[config.mk]
export PLATFORM = sky130hd
export DESIGN_NAME = graph_sched_flat
export DESIGN_NICKNAME = d
export VERILOG_FILES = /design/src/rtl/graph_sched_if.sv /design/src/rtl/graph_sched.sv /design/src/flat_wrapper.sv
export SDC_FILE = /design/constraint.sdc
export NUM_CORES = 1
export LEC_CHECK = 0
export ABC_AREA = 1
export BUFFER_PORTS_ARGS = -buffer_cell sky130_fd_sc_hd__buf_4
export CORE_MARGIN = 5
export CORE_UTILIZATION = 57
export CTS_CLUSTER_SIZE = 40
export DETAILED_ROUTE_END_ITERATION = 10
export GPL_ROUTABILITY_DRIVEN = 0
export PLACE_DENSITY = 0.92
export RECOVER_POWER = 25
export SYNTH_ARGS = -nofsm -noshare
export SYNTH_HDL_FRONTEND = slang
export SYNTH_SLANG_ARGS = --single-unit
[constraint.sdc]
create_clock -name clk -period 4 [get_ports clk]
set_clock_uncertainty 0.05 [all_clocks]
set_input_delay 1.2 -clock clk [delete_from_list [all_inputs] [get_ports clk]]
set_output_delay 1.2 -clock clk [all_outputs]
set_load 0.1 [all_outputs]
[src/rtl/graph_sched_if.sv]
// ============================================================================
// Module   : graph_sched_if
// Brief    : Requester-side and engine-side bus bundle for graph_sched.
// Revision : 1.0
// ============================================================================
`default_nettype none

interface graph_sched_if #(
  parameter int NUM_CH     = 4,
  parameter int ID_WIDTH   = 11,
  parameter int DATA_WIDTH = 8
);
  logic [NUM_CH-1:0]          ch_valid;
  logic [NUM_CH*ID_WIDTH-1:0] ch_id;
  logic [NUM_CH-1:0]          ch_ready;
  logic [ID_WIDTH-1:0]        g_id;
  logic                       g_data_rdy;
  logic                       g_data_vld;
  logic [DATA_WIDTH-1:0]      g_num_edges;

  // master: requesters and engine model; slave: the scheduler
  modport master (
    output ch_valid, ch_id, g_data_vld, g_num_edges,
    input  ch_ready, g_id, g_data_rdy
  );

  modport slave (
    input  ch_valid, ch_id, g_data_vld, g_num_edges,
    output ch_ready, g_id, g_data_rdy
  );
endinterface

`default_nettype wire

[src/rtl/graph_sched.sv]
// ============================================================================
// Module   : graph_sched
// Brief    : Round-robin ingress, shared FIFO, paced issue to the graph engine
//            and edge-count band check. Macro GRAPH_SCHED_TIMEOUT_EN adds a
//            result watchdog.
// Revision : 1.0
// ============================================================================
`default_nettype none

module graph_sched #(
  parameter int NUM_CH     = 4,
  parameter int ID_WIDTH   = 11,
  parameter int DATA_WIDTH = 8,
  parameter int FIFO_DEPTH = 8,
  parameter int ISSUE_GAP  = 6,
  parameter int WINSIZE    = 200,
  parameter int TIMEOUT    = 1024
) (
  input  wire                   clk,
  input  wire                   rst,
  graph_sched_if.slave          bus,
  input  wire  [DATA_WIDTH-1:0] thr_lo,
  input  wire  [DATA_WIDTH-1:0] thr_hi,
  output logic                  result_vld,
  output logic [DATA_WIDTH-1:0] result_edges,
  output logic                  alert,
  input  wire                   alert_clr,
  output logic                  timeout_err
);

  localparam int c_PTR_W = (NUM_CH > 1) ? $clog2(NUM_CH) : 1;
  localparam int c_AW    = $clog2(FIFO_DEPTH);
  localparam int c_CNT_W = $clog2(WINSIZE) + 1;
  localparam int c_GAP_W = $clog2(ISSUE_GAP);

  localparam logic [c_PTR_W-1:0] c_LAST_CH = c_PTR_W'(NUM_CH - 1);
  localparam logic [c_AW:0]      c_FULL    = (c_AW + 1)'(FIFO_DEPTH);
  localparam logic [c_CNT_W-1:0] c_WIN     = c_CNT_W'(WINSIZE);
  localparam logic [c_GAP_W-1:0] c_GAP_END = c_GAP_W'(ISSUE_GAP - 2);

  typedef enum logic [2:0] {
    S_IDLE     = 3'd0,
    S_ISSUE    = 3'd1,
    S_GAP      = 3'd2,
    S_WAIT_RES = 3'd3,
    S_REPORT   = 3'd4
  } state_t;

  state_t r_state;
  state_t w_next;

  logic [c_PTR_W-1:0]  r_ptr;
  logic [c_PTR_W-1:0]  w_idx;
  logic [c_PTR_W-1:0]  w_gnt_idx;
  logic                w_found;
  logic                w_full;
  logic                w_push;
  logic                w_pop;
  logic [ID_WIDTH-1:0] w_push_id;
  logic [NUM_CH-1:0]   w_ready;

  logic [ID_WIDTH-1:0] r_mem [FIFO_DEPTH];
  logic [c_AW-1:0]     r_wr_ptr;
  logic [c_AW-1:0]     r_rd_ptr;
  logic [c_AW:0]       r_count;

  logic [c_GAP_W-1:0]    r_gap_cnt;
  logic [c_CNT_W-1:0]    r_issue_cnt;
  logic [ID_WIDTH-1:0]   r_g_id;
  logic [DATA_WIDTH-1:0] r_edges;
  logic                  r_alert;
  logic                  w_alert_set;
  logic                  w_to_fire;

`ifdef GRAPH_SCHED_TIMEOUT_EN
  localparam int                c_TO_W   = $clog2(TIMEOUT);
  localparam logic [c_TO_W-1:0] c_TO_END = c_TO_W'(TIMEOUT - 1);
  logic [c_TO_W-1:0] r_to_cnt;
`endif

  // ------------------------------------------------------------------
  // Round-robin arbiter: first valid channel at or after the pointer
  // ------------------------------------------------------------------
  always_comb begin
    w_found   = 1'b0;
    w_gnt_idx = '0;
    w_idx     = '0;
    for (int i = 0; i < NUM_CH; i++) begin
      w_idx = c_PTR_W'((int'(r_ptr) + i) % NUM_CH);
      if (!w_found && bus.ch_valid[w_idx]) begin
        w_found   = 1'b1;
        w_gnt_idx = w_idx;
      end
    end
  end

  assign w_full    = (r_count == c_FULL);
  assign w_push    = w_found & ~w_full & ~rst;
  assign w_push_id = bus.ch_id[w_gnt_idx*ID_WIDTH +: ID_WIDTH];

  generate
    for (genvar c = 0; c < NUM_CH; c++) begin : g_ready
      assign w_ready[c] = w_push && (w_gnt_idx == c_PTR_W'(c));
    end
  endgenerate

  assign bus.ch_ready = w_ready;

  always_ff @(posedge clk or posedge rst) begin
    if (rst) begin
      r_ptr <= '0;
    end else if (w_push) begin
      r_ptr <= (w_gnt_idx == c_LAST_CH) ? '0 : w_gnt_idx + 1'b1;
    end
  end

  // ------------------------------------------------------------------
  // Shared FIFO
  // ------------------------------------------------------------------
  assign w_pop = (r_state == S_ISSUE);

  always_ff @(posedge clk) begin
    if (w_push) begin
      r_mem[r_wr_ptr] <= w_push_id;
    end
  end

  always_ff @(posedge clk or posedge rst) begin
    if (rst) begin
      r_wr_ptr <= '0;
      r_rd_ptr <= '0;
      r_count  <= '0;
    end else begin
      if (w_push) begin
        r_wr_ptr <= r_wr_ptr + 1'b1;
      end
      if (w_pop) begin
        r_rd_ptr <= r_rd_ptr + 1'b1;
      end
      case ({w_push, w_pop})
        2'b10:   r_count <= r_count + 1'b1;
        2'b01:   r_count <= r_count - 1'b1;
        default: r_count <= r_count;
      endcase
    end
  end

  // ------------------------------------------------------------------
  // Issue / result FSM
  // ------------------------------------------------------------------
  always_ff @(posedge clk or posedge rst) begin
    if (rst) begin
      r_state <= S_IDLE;
    end else begin
      r_state <= w_next;
    end
  end

  always_comb begin
    w_next    = r_state;
    w_to_fire = 1'b0;
    case (r_state)
      S_IDLE: begin
        if (r_count != '0) begin
          w_next = S_ISSUE;
        end
      end
      S_ISSUE: begin
        w_next = S_GAP;
      end
      S_GAP: begin
        if (r_gap_cnt == c_GAP_END) begin
          w_next = (r_issue_cnt == c_WIN) ? S_WAIT_RES : S_IDLE;
        end
      end
      S_WAIT_RES: begin
        // a result arriving on the final watchdog cycle still wins
        if (bus.g_data_vld) begin
          w_next = S_REPORT;
        end
`ifdef GRAPH_SCHED_TIMEOUT_EN
        else if (r_to_cnt == c_TO_END) begin
          w_next    = S_IDLE;
          w_to_fire = 1'b1;
        end
`endif
      end
      S_REPORT: begin
        w_next = S_IDLE;
      end
      default: begin
        w_next = S_IDLE;
      end
    endcase
  end

  assign w_alert_set = (r_state == S_REPORT) &&
                       ((r_edges < thr_lo) || (r_edges > thr_hi));

  always_ff @(posedge clk or posedge rst) begin
    if (rst) begin
      r_gap_cnt   <= '0;
      r_issue_cnt <= '0;
      r_g_id      <= '0;
      r_edges     <= '0;
      r_alert     <= 1'b0;
    end else begin
      r_gap_cnt <= (r_state == S_GAP) ? r_gap_cnt + 1'b1 : '0;
      if (r_state == S_ISSUE) begin
        r_g_id      <= r_mem[r_rd_ptr];
        r_issue_cnt <= r_issue_cnt + 1'b1;
      end else if ((r_state == S_REPORT) || w_to_fire) begin
        r_issue_cnt <= '0;
      end
      if ((r_state == S_WAIT_RES) && bus.g_data_vld) begin
        r_edges <= bus.g_num_edges;
      end
      r_alert <= alert_clr ? 1'b0 : (r_alert | w_alert_set);
    end
  end

`ifdef GRAPH_SCHED_TIMEOUT_EN
  always_ff @(posedge clk or posedge rst) begin
    if (rst) begin
      r_to_cnt <= '0;
    end else begin
      r_to_cnt <= (r_state == S_WAIT_RES) ? r_to_cnt + 1'b1 : '0;
    end
  end

  assign timeout_err = w_to_fire;
`else
  assign timeout_err = 1'b0;
`endif

  assign bus.g_id       = r_g_id;
  assign bus.g_data_rdy = (r_state == S_ISSUE);
  assign result_vld     = (r_state == S_REPORT);
  assign result_edges   = r_edges;
  // the flag shows in the REPORT cycle itself; a same-cycle clear suppresses it
  assign alert          = r_alert | (w_alert_set & ~alert_clr);

endmodule

`default_nettype wire

[src/flat_wrapper.sv]
// flat-port wrapper written by rule: the top's interface ports become plain ports
module graph_sched_flat 
#(
  parameter int NUM_CH     = 4,
  parameter int ID_WIDTH   = 11,
  parameter int DATA_WIDTH = 8,
  parameter int FIFO_DEPTH = 8,
  parameter int ISSUE_GAP  = 6,
  parameter int WINSIZE    = 200,
  parameter int TIMEOUT    = 1024
)
  (clk, rst, thr_lo, thr_hi, result_vld, result_edges, alert, alert_clr, timeout_err, bus_ch_valid, bus_ch_id, bus_g_data_vld, bus_g_num_edges, bus_ch_ready, bus_g_id, bus_g_data_rdy);
  graph_sched_if #(.NUM_CH(NUM_CH), .ID_WIDTH(ID_WIDTH), .DATA_WIDTH(DATA_WIDTH)) bus_i ();
  input  wire clk;
  input  wire rst;
  input  wire  [DATA_WIDTH-1:0] thr_lo;
  input  wire  [DATA_WIDTH-1:0] thr_hi;
  output logic result_vld;
  output logic [DATA_WIDTH-1:0] result_edges;
  output logic alert;
  input  wire alert_clr;
  output logic timeout_err;
  input wire logic [$bits(bus_i.ch_valid)-1:0] bus_ch_valid;
  input wire logic [$bits(bus_i.ch_id)-1:0] bus_ch_id;
  input wire logic [$bits(bus_i.g_data_vld)-1:0] bus_g_data_vld;
  input wire logic [$bits(bus_i.g_num_edges)-1:0] bus_g_num_edges;
  output wire logic [$bits(bus_i.ch_ready)-1:0] bus_ch_ready;
  output wire logic [$bits(bus_i.g_id)-1:0] bus_g_id;
  output wire logic [$bits(bus_i.g_data_rdy)-1:0] bus_g_data_rdy;
  assign bus_i.ch_valid = bus_ch_valid;
  assign bus_i.ch_id = bus_ch_id;
  assign bus_i.g_data_vld = bus_g_data_vld;
  assign bus_i.g_num_edges = bus_g_num_edges;
  assign bus_ch_ready = bus_i.ch_ready;
  assign bus_g_id = bus_i.g_id;
  assign bus_g_data_rdy = bus_i.g_data_rdy;
  graph_sched #(.NUM_CH(NUM_CH), .ID_WIDTH(ID_WIDTH), .DATA_WIDTH(DATA_WIDTH), .FIFO_DEPTH(FIFO_DEPTH), .ISSUE_GAP(ISSUE_GAP), .WINSIZE(WINSIZE), .TIMEOUT(TIMEOUT)) u_core (.clk(clk), .rst(rst), .bus(bus_i), .thr_lo(thr_lo), .thr_hi(thr_hi), .result_vld(result_vld), .result_edges(result_edges), .alert(alert), .alert_clr(alert_clr), .timeout_err(timeout_err));
endmodule
==> results.yml <==
run_status:
  status: "finished, violations left"
  failed_checks: "capacitance limit, slew limit"
critical_path:
  crit_arrival_ps: 2700
  reg2reg_depth: 8
  required_ps: 2750
  cp-start-kind: "input port"
  crit_type: "in -> out"
  cp_max_fo: 5
  cp-end-kind: "primary output"
cts:
  clock_latency_ps: 420
  cts_tree: "yes"
  clk_pin_slew_worst_paths_ps: 50
  ctsHoldBuffers: 0
  cts-htree-levels: 4
  cts_buffers: 17
  cts_num_sinks: 135
  clockBufferDepth: 2
  clock-root-buffer: "clkbuf_16"
synthesis:
  ys_types: 37
  syn-num-nets: 842
  synth-edff-count: 88
  synth.top_cells.by_count: "nand2_1 (153), inv_1 (105), edfxtp_1 (88)"
  yosys_warnings: 0
  yosys.area.top_type: "edfxtp_1"
  yosys_register_bits: 135
  ys_seq_area_share_pct: 56.1
  postSynthAreaPerCell_sq_um: 9.22
  synth_area_leaders: "edfxtp_1 (39%), dfrtp_1 (17%), nand2_1 (8.4%)"
  async_flop_share_pct: 34.8
  synth_flop_cell: "edfxtp_1"
  syn_area_sq_um: 6800
  netlist_instances: 738
  synthMostInstantiatedCell: "nand2_1"
  synthDominantCellAreaShare_pct: 38.9
drt:
  viasPerCell: 5.71
  drc: 0
  vias: 5741
  routed_wl_microns: 16300
  postRouteAntennaNets: 0
  first_pass_iters: 7
  drt_iter0_markers: 498
  wl_per_cell_microns: 16.2
timing:
  period_share_pct: 98.7
  fmax_mhz: 253
  period_needed_ps: 3950
  hold_viol: 0
  fin_hold_ws_ps: 425
  setup-tns-final_ps: 0
  report.final.slew_viol_count: 48
  setup_viol: 0
  tightest_slew_ps: 1760
  slew_headroom_pct: -17.2
layout:
  fin_util_pct: 72.5
  drive_gt1_share_pct: 20.0
  antenna_cells: 0
  final_nets: 953
  syn2layout_area_growth_pct: 23.2
  postLayoutCellArea_sq_um: 8380
grt:
  first_global_vias: 5538
  grt_first_pass_wirelength_microns: 26500
  grt.total_usage_pct: 23.1
  grt_overflow: 0
  grt_antenna_before_repair: 0
  grt_max_degree: 48
floorplan:
  fp-row-count: 39
  fp.coreArea_sq_um: 11600
  die-area_sq_um: 14200
  pin_count: 103
  start_util_pct: 58.8
  fp.dieW_microns: 119
  die_h_microns: 119
place:
  hpwlAfterDp_microns: 10700
  portBuffers: 101
  placed_area_sq_um: 7760
worst_hold_path:
  whs_path_depth: 1
  hp-class: "reg -> reg"
run:
  maxCapViolations: 1
layout by cell type (no fill, tap or decap), drive strengths merged, types with 3 or more instances in the layout:
cell type and instances:
edfxtp 88, clkinv 7, xnor2 3, a21oi 13, dfrtp 47, ha 28, o221ai 11, buf 116
o21ai 63, nor2 79, nor3 3, xor2 4, o22ai 14, clkbuf 22, o211ai 12, inv 113
nand3 66, nand2 158, nand4 3
kinds of logic (layout without fill, tap and decap cells):
family | count (synthesis) | in the layout | synth area share, %
compound gates | 116 | 116 | 9.93
xor+xnor | 7 | 7 | 0.901
fa+ha+maj | 28 | 28 | 5.15
buf+inv | 136 | 260 | 8.11
flops | 135 | 135 | 56.1
mux | 1 | 1 | 0.147
other cells | 1 | 1 | 0.0551
simple gates | 314 | 314 | 19.6
layout make-up:
class	count	area [sq um]
fill	747	3180
timing repair buffer	120	925
clock inverter	14	140
sequential	135	3820
clock buffer	18	429
multi-input combinational	467	2480
inverter	108	405
tap	143	179
metal layers:
metal / global-route usage, % / up-vias / routed length [microns]
li1: - / 2690 / -
met1: 29.0 / 2710 / 6430
met2: 38.5 / 299 / 7980
met3: 6.40 / 42 / 1520
met4: 8.69 / 0 / 395
met5: 0 / - / 0
final timing paths:
kind,from,end,slack [ps]
setup / recovery,bus_ch_valid[2],bus_ch_ready[3],50
hold / removal,u_core.r_gap_cnt[0]$_DFF_PP0_,u_core.r_gap_cnt[0]$_DFF_PP0_,430
setup reg to reg,u_core.r_state[2]$_DFFE_PP0P_,u_core.r_count[3]$_DFFE_PP0P_,630
hold reg to reg,u_core.r_gap_cnt[0]$_DFF_PP0_,u_core.r_gap_cnt[0]$_DFF_PP0_,430
max in group asynchronous,rst,u_core.bus.g_id[9]$_DFFE_PP0P_,1580
min in group asynchronous,rst,u_core.r_count[3]$_DFFE_PP0P_,1300
flip-flops by register name, summed over array words and instances (netlist names), 2 cells and up:
register	flops
u_core.r_rd_ptr	3
u_core.bus.g_id	11
u_core.r_ptr	2
u_core.r_gap_cnt	3
u_core.r_issue_cnt	9
u_core.r_state	3
u_core.r_count	4
u_core.result_edges	8
u_core.r_mem	88
u_core.r_wr_ptr	3
stage by stage:
stage | setup WS, ps | cells
final | 52.3 | 1005
after floorplan | -25.7 | 738
after CTS | 6.56 | 1003
after global placement | 49.6 | 971
after detailed placement | -54.3 | 971
after global routing | -64.3 | 1005
what timing repair did:
item / in CTS / in global routing
resized for setup: 3 / 13
endpoints found under the setup margin: 2 / 5
gates cloned: 0 / 0
pin swaps: 0 / 3
buffers inserted: 0 / 2
worst max-delay path: stages:
cell,delay (ps)
buf_4,120
nand2_1,60
nand2_1,100
nand2_1,90
nand2_1,90
nor2_4,150
nand3_2,100
nand2_4,90
nand2_4,70
inv_2,80
ha_1,180
inv_2,70
nor2_4,120
buf_12,180
Power is left out: the tool's default activity adds up to more than one toggle a clock period on the data nets, which glitch-free logic cannot reach.
